$ cat src/rtl/encode_string_stream.sv
// encode_string_stream: serialises encode_string(S) = left_encode(8*len(S)) || S
// as a valid/ready byte stream and reports the encoded length for bytepad.
//
// Ports:
//   clk, rst_n  clock and asynchronous active-low reset
//   start       capture request, honoured only in IDLE
//   s_bytes     string S, byte 0 first (captured on start)
//   s_len       byte length of S, values above MAX_LEN saturate
//   out_data    registered output byte
//   out_valid   out_data valid
//   out_ready   downstream accepts the byte on this edge
//   out_last    high with the final byte of the encoding
//   enc_len     1 + n + s_len, held until the next capture
//   busy        high from capture until the done cycle
//   done        one-cycle pulse after the final byte is accepted
module encode_string_stream #(
    parameter int MAX_LEN = 8,
    parameter int LEN_W   = $clog2(MAX_LEN + 1),
    parameter int BITS_W  = LEN_W + 3,
    parameter int NB_MAX  = (BITS_W + 7) / 8
) (
    input  logic             clk,
    input  logic             rst_n,
    input  logic             start,
    input  logic [7:0]       s_bytes [0:MAX_LEN-1],
    input  logic [LEN_W-1:0] s_len,
    output logic [7:0]       out_data,
    output logic             out_valid,
    input  logic             out_ready,
    output logic             out_last,
    output logic [LEN_W+1:0] enc_len,
    output logic             busy,
    output logic             done
);

    localparam int PW  = NB_MAX * 8;
    localparam int SW  = MAX_LEN * 8;
    localparam int CW  = $clog2(NB_MAX + 1);
    localparam int ELW = LEN_W + 2;

    typedef enum logic [2:0] {IDLE, PREFIX, VALUE, DATA, DONE} state_t;

    state_t           state, state_n;
    logic [SW-1:0]    s_q, s_n;
    logic [LEN_W-1:0] len_q, len_n;
    logic [PW-1:0]    bits_q, bits_n;
    logic [CW-1:0]    n_q, n_n;
    logic [CW-1:0]    cnt, cnt_n;
    logic [LEN_W-1:0] idx, idx_n, idx_inc;
    logic [7:0]       data_n;
    logic             valid_n, last_n, busy_n, done_n;
    logic [ELW-1:0]   enc_n;

    logic [SW-1:0]    s_pack;
    logic [LEN_W-1:0] len_sat;
    logic [PW-1:0]    bits_c;
    logic [CW-1:0]    n_c;
    logic             accept;

    function automatic logic [7:0] value_byte(input logic [PW-1:0] v,
                                              input logic [CW-1:0] k);
        logic [PW-1:0] t;
        t = v >> (32'(k) * 8);
        return t[7:0];
    endfunction

    function automatic logic [7:0] data_byte(input logic [SW-1:0] v,
                                             input logic [LEN_W-1:0] k);
        logic [SW-1:0] t;
        t = v >> (32'(k) * 8);
        return t[7:0];
    endfunction

    // Capture-side arithmetic: saturated length, bit length and the
    // number of significant bytes of the bit length (never below 1).
    always_comb begin
        s_pack = '0;
        for (int i = 0; i < MAX_LEN; i++) begin
            s_pack[8*i +: 8] = s_bytes[i];
        end
        len_sat = (s_len > LEN_W'(MAX_LEN)) ? LEN_W'(MAX_LEN) : s_len;
        bits_c  = PW'(len_sat) << 3;
        n_c     = CW'(1);
        for (int i = 1; i < NB_MAX; i++) begin
            if (bits_c[8*i +: 8] != 8'd0) begin
                n_c = CW'(i + 1);
            end
        end
    end

    assign accept  = out_valid && out_ready;
    assign idx_inc = idx + LEN_W'(1);

    always_comb begin
        state_n = state;
        s_n     = s_q;
        len_n   = len_q;
        bits_n  = bits_q;
        n_n     = n_q;
        cnt_n   = cnt;
        idx_n   = idx;
        data_n  = out_data;
        valid_n = out_valid;
        last_n  = out_last;
        busy_n  = busy;
        done_n  = 1'b0;
        enc_n   = enc_len;
        unique case (state)
            IDLE: begin
                if (start) begin
                    s_n     = s_pack;
                    len_n   = len_sat;
                    bits_n  = bits_c;
                    n_n     = n_c;
                    enc_n   = ELW'(n_c) + ELW'(len_sat) + ELW'(1);
                    data_n  = 8'(n_c);
                    valid_n = 1'b1;
                    last_n  = 1'b0;
                    busy_n  = 1'b1;
                    state_n = PREFIX;
                end
            end
            PREFIX: begin
                if (accept) begin
                    cnt_n   = n_q - CW'(1);
                    data_n  = value_byte(bits_q, n_q - CW'(1));
                    last_n  = (n_q == CW'(1)) && (len_q == '0);
                    state_n = VALUE;
                end
            end
            VALUE: begin
                if (accept) begin
                    if (cnt != '0) begin
                        cnt_n  = cnt - CW'(1);
                        data_n = value_byte(bits_q, cnt - CW'(1));
                        last_n = (cnt == CW'(1)) && (len_q == '0);
                    end else if (len_q == '0) begin
                        data_n  = 8'd0;
                        valid_n = 1'b0;
                        last_n  = 1'b0;
                        busy_n  = 1'b0;
                        done_n  = 1'b1;
                        state_n = DONE;
                    end else begin
                        idx_n   = '0;
                        data_n  = data_byte(s_q, '0);
                        last_n  = (len_q == LEN_W'(1));
                        state_n = DATA;
                    end
                end
            end
            DATA: begin
                if (accept) begin
                    if (idx_inc == len_q) begin
                        data_n  = 8'd0;
                        valid_n = 1'b0;
                        last_n  = 1'b0;
                        busy_n  = 1'b0;
                        done_n  = 1'b1;
                        state_n = DONE;
                    end else begin
                        idx_n  = idx_inc;
                        data_n = data_byte(s_q, idx_inc);
                        last_n = (idx_inc + LEN_W'(1) == len_q);
                    end
                end
            end
            DONE: begin
                state_n = IDLE;
            end
            default: begin
                state_n = IDLE;
            end
        endcase
    end

    always_ff @(posedge clk or negedge rst_n) begin
        if (!rst_n) begin
            state <= IDLE;
        end else begin
            state <= state_n;
        end
    end

    always_ff @(posedge clk or negedge rst_n) begin
        if (!rst_n) begin
            s_q       <= '0;
            len_q     <= '0;
            bits_q    <= '0;
            n_q       <= '0;
            cnt       <= '0;
            idx       <= '0;
            out_data  <= 8'd0;
            out_valid <= 1'b0;
            out_last  <= 1'b0;
            busy      <= 1'b0;
            done      <= 1'b0;
            enc_len   <= '0;
        end else begin
            s_q       <= s_n;
            len_q     <= len_n;
            bits_q    <= bits_n;
            n_q       <= n_n;
            cnt       <= cnt_n;
            idx       <= idx_n;
            out_data  <= data_n;
            out_valid <= valid_n;
            out_last  <= last_n;
            busy      <= busy_n;
            done      <= done_n;
            enc_len   <= enc_n;
        end
    end

endmodule
$ cat config.mk
export PLATFORM = sky130hd
export DESIGN_NAME = encode_string_stream
export DESIGN_NICKNAME = d
export VERILOG_FILES = /design/src/rtl/encode_string_stream.sv
export SDC_FILE = /design/constraint.sdc
export NUM_CORES = 1
export LEC_CHECK = 0
export ABC_AREA = 1
export BUFFER_PORTS_ARGS = -buffer_cell sky130_fd_sc_hd__clkbuf_2
export CAP_MARGIN = 10
export CORE_ASPECT_RATIO = 1.75
export CORE_MARGIN = 1.5
export CORE_UTILIZATION = 50
export DETAILED_ROUTE_END_ITERATION = 6
export PLACE_DENSITY = 0.87
export SLEW_MARGIN = 10
export SYNTH_ARGS = -nofsm -noshare
export SYNTH_HDL_FRONTEND = slang
export SYNTH_SLANG_ARGS = --single-unit
export TNS_END_PERCENT = 10
$ cat constraint.sdc
create_clock -name clk -period 2.1 [get_ports clk]
set_input_delay 0.105 -clock clk [delete_from_list [all_inputs] [get_ports clk]]
set_output_delay 0.105 -clock clk [all_outputs]
set_load 0.05 [all_outputs]
==> impl_metrics.yaml, run 1 <==
die:
  floorplan.initialDensity: 0.5125
  die-height_um: 129.9
  floorplan_row_count: 46
  die-area_um2: 9811
  placeableCoreArea_um2: 8979
  die_width_um: 75.52
  num_io_pins: 90
clocking:
  clk_pin_slew_ns: 0.07
  clk-insertion-delay-late_ns: 0.34
  tritoncts.num_buffers: 9
  root_buffer: "sky130_fd_sc_hd__clkbuf_16"
  h-tree-depth: 3
  clock_sink_count: 92
  cts_tree: "yes"
  clk_buf_depth: 2
detailed_routing:
  routedLengthMet1_um: 4762
  detailedRoute.firstPassIterationCount: 7
  drt_iter0_markers: 300
  wl_met2_um: 7002
  detail_route.wirelength_um: 12950
  highest-signal-layer: "met4"
  routed-via-count: 4570
  antenna_left: 0
  vias_per_cell: 5.265
  detailroute.wirelength.met3_um: 474
  routedWlPerCell_um: 14.92
  drcViolationCount: 0
synth:
  synth_area_leader_cell: "sky130_fd_sc_hd__dfrtp_1"
  synthFlopType: "sky130_fd_sc_hd__dfrtp_1"
  synth.avg_cell_area_um2: 7.581
  synth_area_um2: 4602
  ys.warnings.count: 0
  most_used_standard_cell_by_instance_count_after_synthesis: "sky130_fd_sc_hd__nand2_1"
  synth_top_cells_by_area: "sky130_fd_sc_hd__dfrtp_1, sky130_fd_sc_hd__nand2_1, sky130_fd_sc_hd__o21ai_0, sky130_fd_sc_hd__inv_1, sky130_fd_sc_hd__nand3_1"
  post_synth_most_frequent_cells: "sky130_fd_sc_hd__nand2_1, sky130_fd_sc_hd__dfrtp_1, sky130_fd_sc_hd__o21ai_0"
  edff_count_synth: 0
  yosysUniqueCellTypes: 29
  ys_seq_area_frac: 0.5003
  syn-num-nets: 682
  ys_ff_latch: 92
  yosysTopAreaCellShare: 0.5003
  async_flop_share: 1.000
  post_synth_inst_count: 607
power:
  reported_leakage_power_nw: 3.105
  worst_ir_drop_vdd_mv: 0.7561
  pwr_density_cell_nw_per_um2: 1376
  totalPowerFinal_mw: 8.295
worst_setup_path:
  worstSetupEndpointType: "flop"
  critical_path.startpoint_type: "flop"
  rr_startpoint: "idx[0]"
  timing.critical_path.arrival_ns: 2.18
  worst_setup_path_category: "flop to flop"
  rr_endpoint: "state[1]"
  r2r_setup_slack_ns: 0.15
  timing.reg2reg.worst_path_depth: 13
  required_ns: 2.33
  crit_path_max_fanout: 10
timing:
  worst-slew-pin-transition_ns: 0.6501
  timing.final.crit_share: 0.9280
  timing.final.crit_period_ns: 1.949
  fin_hold_ws_ns: 0.004524
  drv_slew: 0
  report.final.setup_viol: 0
  post-route-worst-setup-slack_ns: 0.1513
  fin_tns_setup_ns: 0
  rsz0062_at_grt: "no"
  fmaxAchievable_mhz: 513.2
  worst_clock_skew_ns: 0.007489
  hold_viol: 0
  slew-limit-headroom: 0.5666
global_route:
  grt_max_degree: 104
  globalRoute.totalOverflow: 0
  grt_antenna_before_repair: 0
  gr-usage-all-layers: 0.2808
  via_count_of_the_first_global_routing_pass: 4483
  grt_pass1_wl_um: 20760
layout:
  final_design_area_no_fill_um2: 6027
  final.fill_count: 712
  final_cells: 868
  final_nets: 818
  fraction_of_layout_cells_with_a_size_suffix_above_1: 0.1671
  area.growth.synth_to_final_pct: 30.97
  final_util: 0.6713
  antennaDiodeCount: 0
placed_design:
  placement.cell_area_um2: 5146
  gpl.final_weighted_congestion: 0.9294
  placed_cells_incl_taps: 794
  post-dp-hpwl_um: 8666
  post_place_setup_slack_ns: 0.1098
  portBuffers: 88
flow_run:
  cap_viol_max_count: 0
worst_hold_path:
  timing.hold.worst_endpoint: "s_q[50]"
  worst_hold_startpoint: "s_bytes[10]"
  hold_path_depth: 3
  hold_path_class: "input port to flop"
outcome:
  run_status: "complete, no violations"
-- metal layers --
layer / vias to the layer above / GRT usage
met3: 52 / 0.03629
met2: 175 / 0.4995
li1: 2195 / -
met1: 2148 / 0.3093
met4: 0 / 0.1628
met5: - / 0
-- cell type report --
| type | count | area [µm²] | area share |
|---|---|---|---|
| clock buffers | 9 | 225.2 | 0.03737 |
| clock inverters | 7 | 67.56 | 0.01121 |
| inverters | 61 | 231.5 | 0.03841 |
| multi-input cells | 423 | 1907 | 0.3164 |
| flip-flops and latches | 92 | 2302 | 0.3820 |
| well taps | 120 | 150.1 | 0.02491 |
| repair buffers | 156 | 1144 | 0.1897 |
-- cell usage in the layout, fill, tap and decap left out, types with 5 or more instances in the layout --
cell type                       synthesis  final
sky130_fd_sc_hd__a21oi_1               30     30
sky130_fd_sc_hd__buf_4                  5      6
sky130_fd_sc_hd__clkbuf_16              0      9
sky130_fd_sc_hd__clkbuf_2               0     87
sky130_fd_sc_hd__dfrtp_1               92     92
sky130_fd_sc_hd__dlygate4sd3_1          0     58
sky130_fd_sc_hd__inv_1                 59     59
sky130_fd_sc_hd__nand2_1              228    228
sky130_fd_sc_hd__nand2_2                5      5
sky130_fd_sc_hd__nand3_1               33     33
sky130_fd_sc_hd__nor2_1                24     23
sky130_fd_sc_hd__o211ai_1              11     11
sky130_fd_sc_hd__o21ai_0               66     66
sky130_fd_sc_hd__o21ai_1               10     10
-- critical path, cell delays in order, from the launching register on --
cell                      delay [ns]
sky130_fd_sc_hd__dfrtp_1        0.41
sky130_fd_sc_hd__inv_2          0.06
sky130_fd_sc_hd__ha_1           0.35
sky130_fd_sc_hd__inv_4          0.12
sky130_fd_sc_hd__nand2_2        0.06
sky130_fd_sc_hd__nand2_1        0.08
sky130_fd_sc_hd__nand2_1        0.06
sky130_fd_sc_hd__nor2_1         0.14
sky130_fd_sc_hd__nand2_1        0.07
sky130_fd_sc_hd__nand2_1        0.09
sky130_fd_sc_hd__buf_6          0.16
sky130_fd_sc_hd__nand4_4        0.10
sky130_fd_sc_hd__nand2_1        0.08
sky130_fd_sc_hd__o21ai_1        0.06
-- worst max path at each step --
stage	start	endpoint	cells after the start
after floorplan	idx[0]	state[0]	15
after global placement	idx[0]	state[0]	11
after detailed placement	idx[0]	state[1]	11
after CTS	idx[0]	state[1]	11
after global routing	idx[0]	state[1]	13
final	idx[0]	state[1]	13
-- flip-flops by register name, summed over array words and instances, names as in the netlist, 3 cells and up --
signal,count
out_data,8
state,3
len_q,4
s_q,64
enc_len,4
idx,4
-- kinds of logic after synthesis --
kind of cell               count (synthesis)  share of synthesized area
and+or+nand+nor                          298                     0.2640
AOI/OAI and AO/OA                        120                     0.1378
buffers and inverters                     92                    0.08700
DFF                                       92                     0.5003
adders and majority gates                  3                   0.008157
xor gates and xnor gates                   1                   0.001904
other                                      1                  0.0008149
-- timing repair --
action | CTS | global route
buffers inserted | 0 | 0
hold buffers | 58 | 0
gates resized for setup | 0 | 2
hold endpoints to repair | 106 | 0
endpoints found under the setup margin | 0 | 14
-- where the power goes --
group / switching (mW) / total (mW) / internal (mW)
logic: 2.50 / 3.67 / 1.17
clock network: 0.694 / 1.61 / 0.916
registers: 0.459 / 3.01 / 2.55
total: 3.65 / 8.29 / 4.64
Note: power is estimated with default switching activity, not from simulation.
==> inputs of run 2 (changes only) <==
--- a/config.mk
+++ b/config.mk
@@ -6,13 +6,13 @@
 export NUM_CORES = 1
 export LEC_CHECK = 0
 export ABC_AREA = 1
-export BUFFER_PORTS_ARGS = -buffer_cell sky130_fd_sc_hd__clkbuf_2
 export CAP_MARGIN = 10
 export CORE_ASPECT_RATIO = 1.75
 export CORE_MARGIN = 1.5
-export CORE_UTILIZATION = 50
+export CORE_UTILIZATION = 54
 export DETAILED_ROUTE_END_ITERATION = 6
-export PLACE_DENSITY = 0.87
+export DONT_BUFFER_PORTS = 1
+export PLACE_DENSITY = 0.83
 export SLEW_MARGIN = 10
 export SYNTH_ARGS = -nofsm -noshare
 export SYNTH_HDL_FRONTEND = slang
==> impl_metrics.yaml, run 2 (same netlist as run 1, synthesis figures left out) <==
timing:
  hold_viol: 92
  slew-limit-headroom: 0.5900
  worst_clock_skew_ns: 0.005267
  timing.final.crit_share: 0.9687
  fin_hold_ws_ns: -0.5474
  timing.final.crit_period_ns: 2.034
  fmaxAchievable_mhz: 491.6
  report.final.setup_viol: 0
  drv_slew: 0
  post-route-worst-setup-slack_ns: 0.06571
  rsz0062_at_grt: "yes"
  worst-slew-pin-transition_ns: 0.6150
die:
  placeableCoreArea_um2: 8258
  die-height_um: 125.1
  die_width_um: 72.79
  num_io_pins: 90
  floorplan_row_count: 44
  floorplan.initialDensity: 0.5573
  die-area_um2: 9107
clocking:
  h-tree-depth: 3
  root_buffer: "sky130_fd_sc_hd__clkbuf_16"
  clock_sink_count: 92
  clk_pin_slew_ns: 0.07
  clk_buf_depth: 2
  cts-hold-fix-buffers: 67
  clk-insertion-delay-late_ns: 0.34
  tritoncts.num_buffers: 9
  cts_tree: "yes"
worst_setup_path:
  cp_launch_point: "idx[0]"
  critical-path-max-stage-delay_ns: 0.42
  worstSetupEndpointType: "flop"
  rr_startpoint: "idx[0]"
  critical_path.startpoint_type: "flop"
  timing.critical_path.buf_inv: 2
  worst_setup_path_category: "flop to flop"
  timing.reg2reg.worst_path_depth: 10
  cpLargestDelayFamily: "compound AO/OA/AOI/OAI gates"
  crit_path_max_fanout: 26
  cpMaxStageDelayCell: "sky130_fd_sc_hd__dfrtp_1"
  r2r_setup_slack_ns: 0.07
  rr_endpoint: "out_data[1]"
  required_ns: 2.38
  timing.critical_path.arrival_ns: 2.32
  path_cells: "inv_2 > ha_1 > buf_4 > a21oi_1 > o21ai_0 > nand3_1 > nand3_1 > o21ai_1 > nand2_1 > nand2_1"
layout:
  fraction_of_layout_cells_with_a_size_suffix_above_1: 0.06110
  layout_top_registers: "s_q x64, out_data x8"
  final_nets: 741
  area.growth.synth_to_final_pct: 23.38
  max_reg_flops: 64
  most-common-layout-cells: "sky130_fd_sc_hd__nand2_1, sky130_fd_sc_hd__dfrtp_1, sky130_fd_sc_hd__dlygate4sd3_1, sky130_fd_sc_hd__o21ai_0, sky130_fd_sc_hd__inv_1"
  final_design_area_no_fill_um2: 5678
  most_common_library_cell_in_the_layout_ignoring_fill_and_taps: "sky130_fd_sc_hd__nand2_1"
  most_flop_heavy_register: "s_q"
power:
  worst_ir_drop_vdd_mv: 0.8172
  reported_leakage_power_nw: 2.796
  combinationalPowerShare: 0.381
  flop_pwr_share: 0.397
  pwr_density_cell_nw_per_um2: 1465
  p_sw_frac: 0.4240
  cell_internal_pwr_mw: 4.790
  power.net_switching_mw: 3.527
  clkPwrFrac: 0.222
detailed_routing:
  drcViolationCount: 0
  detailedRoute.firstPassIterationCount: 5
  drt_iter0_markers: 412
  routed-via-count: 4282
  antenna_left: 0
  detail_route.wirelength_um: 12080
  vias_per_cell: 5.605
  routedWlPerCell_um: 15.82
global_route:
  grt_pass1_wl_um: 19860
  via_count_of_the_first_global_routing_pass: 4255
  globalRoute.totalOverflow: 0
  grt_max_degree: 93
  grt_antenna_before_repair: 1
  gr-usage-all-layers: 0.2851
outcome:
  run_status: "complete, but fails checks"
  failing_checks: "hold timing"
placed_design:
  post-dp-hpwl_um: 7805
  placement.cell_area_um2: 4638
  portBuffers: 0
  post_place_setup_slack_ns: 0.1609
  gpl.final_weighted_congestion: 0.9183
worst_hold_path:
  hold_path_class: "input port to asynchronous set/reset pin"
flow_run:
  cap_viol_max_count: 0
run 2: changes by cell type in the layout (fill, tap and decap cells not counted), moves of 2 or more:
cell / before / now
sky130_fd_sc_hd__bufinv_16: 1 / 3
sky130_fd_sc_hd__buf_12: 3 / 0
sky130_fd_sc_hd__clkinv_4: 0 / 2
sky130_fd_sc_hd__dlygate4sd3_1: 58 / 67
sky130_fd_sc_hd__buf_4: 6 / 10
sky130_fd_sc_hd__clkbuf_2: 87 / 0
sky130_fd_sc_hd__clkinvlp_4: 3 / 1
sky130_fd_sc_hd__clkinv_2: 3 / 0
run 2: area by class of cell:
type                       instances  area [µm²]
timing repair buffer              79       768.2
clock inverter                     7       123.9
tap                               92       115.1
fill                             584        2580
antenna                            1       2.502
multi-input combinational        423        1909
sequential                        92        2302
clock buffer                       9       225.2
inverter                          61       231.5
run 2: power groups by stage:
stage | clock, mW | combinational (mW) | sequential (mW)
2_1_floorplan | 0 | 2.35 | 3.18
4_1_cts | 1.87 | 3.09 | 3.27
5_1_grt | 1.95 | 3.60 | 3.36
3_5_place_dp | 0 | 2.96 | 3.29
3_3_place_gp | 0 | 2.86 | 3.27
6_report | 1.85 | 3.17 | 3.30
run 2: worst max path at each step:
stage                   to  slack, ns  cells after the start
4_1_cts        out_data[1]       0.12                     10
3_5_place_dp      state[0]       0.16                     13
5_1_grt        out_data[3]      -0.03                     10
6_report       out_data[1]       0.07                     10
3_3_place_gp   out_data[3]       0.22                     13
2_1_floorplan     state[0]       0.03                     15
run 2: metrics by stage:
stage                     power (mW)  std cells    util  setup TNS [ns]
after floorplan                5.529        607       -               0
after global placement         6.123        679  0.5617               0
after detailed placement       6.252        679  0.5617               0
after CTS                      8.227        762  0.6852               0
after global routing           8.919        764  0.6876        -0.06834
final                          8.317        764  0.6876               0
run 2: routing by layer:
metal	part of all wire	up-vias	track usage
met5	0	-	0
met1	0.37	2010	0.3192
met3	0.045	59	0.04754
met4	0.072	0	0.2053
li1	-	2036	-
met2	0.52	177	0.4749
run 2: repair_timing:
item,4_1_cts,5_1_grt
resized for setup,0,4
setup buffers,0,1
endpoints found under the hold margin,160,92
endpoints found under the setup margin,0,9
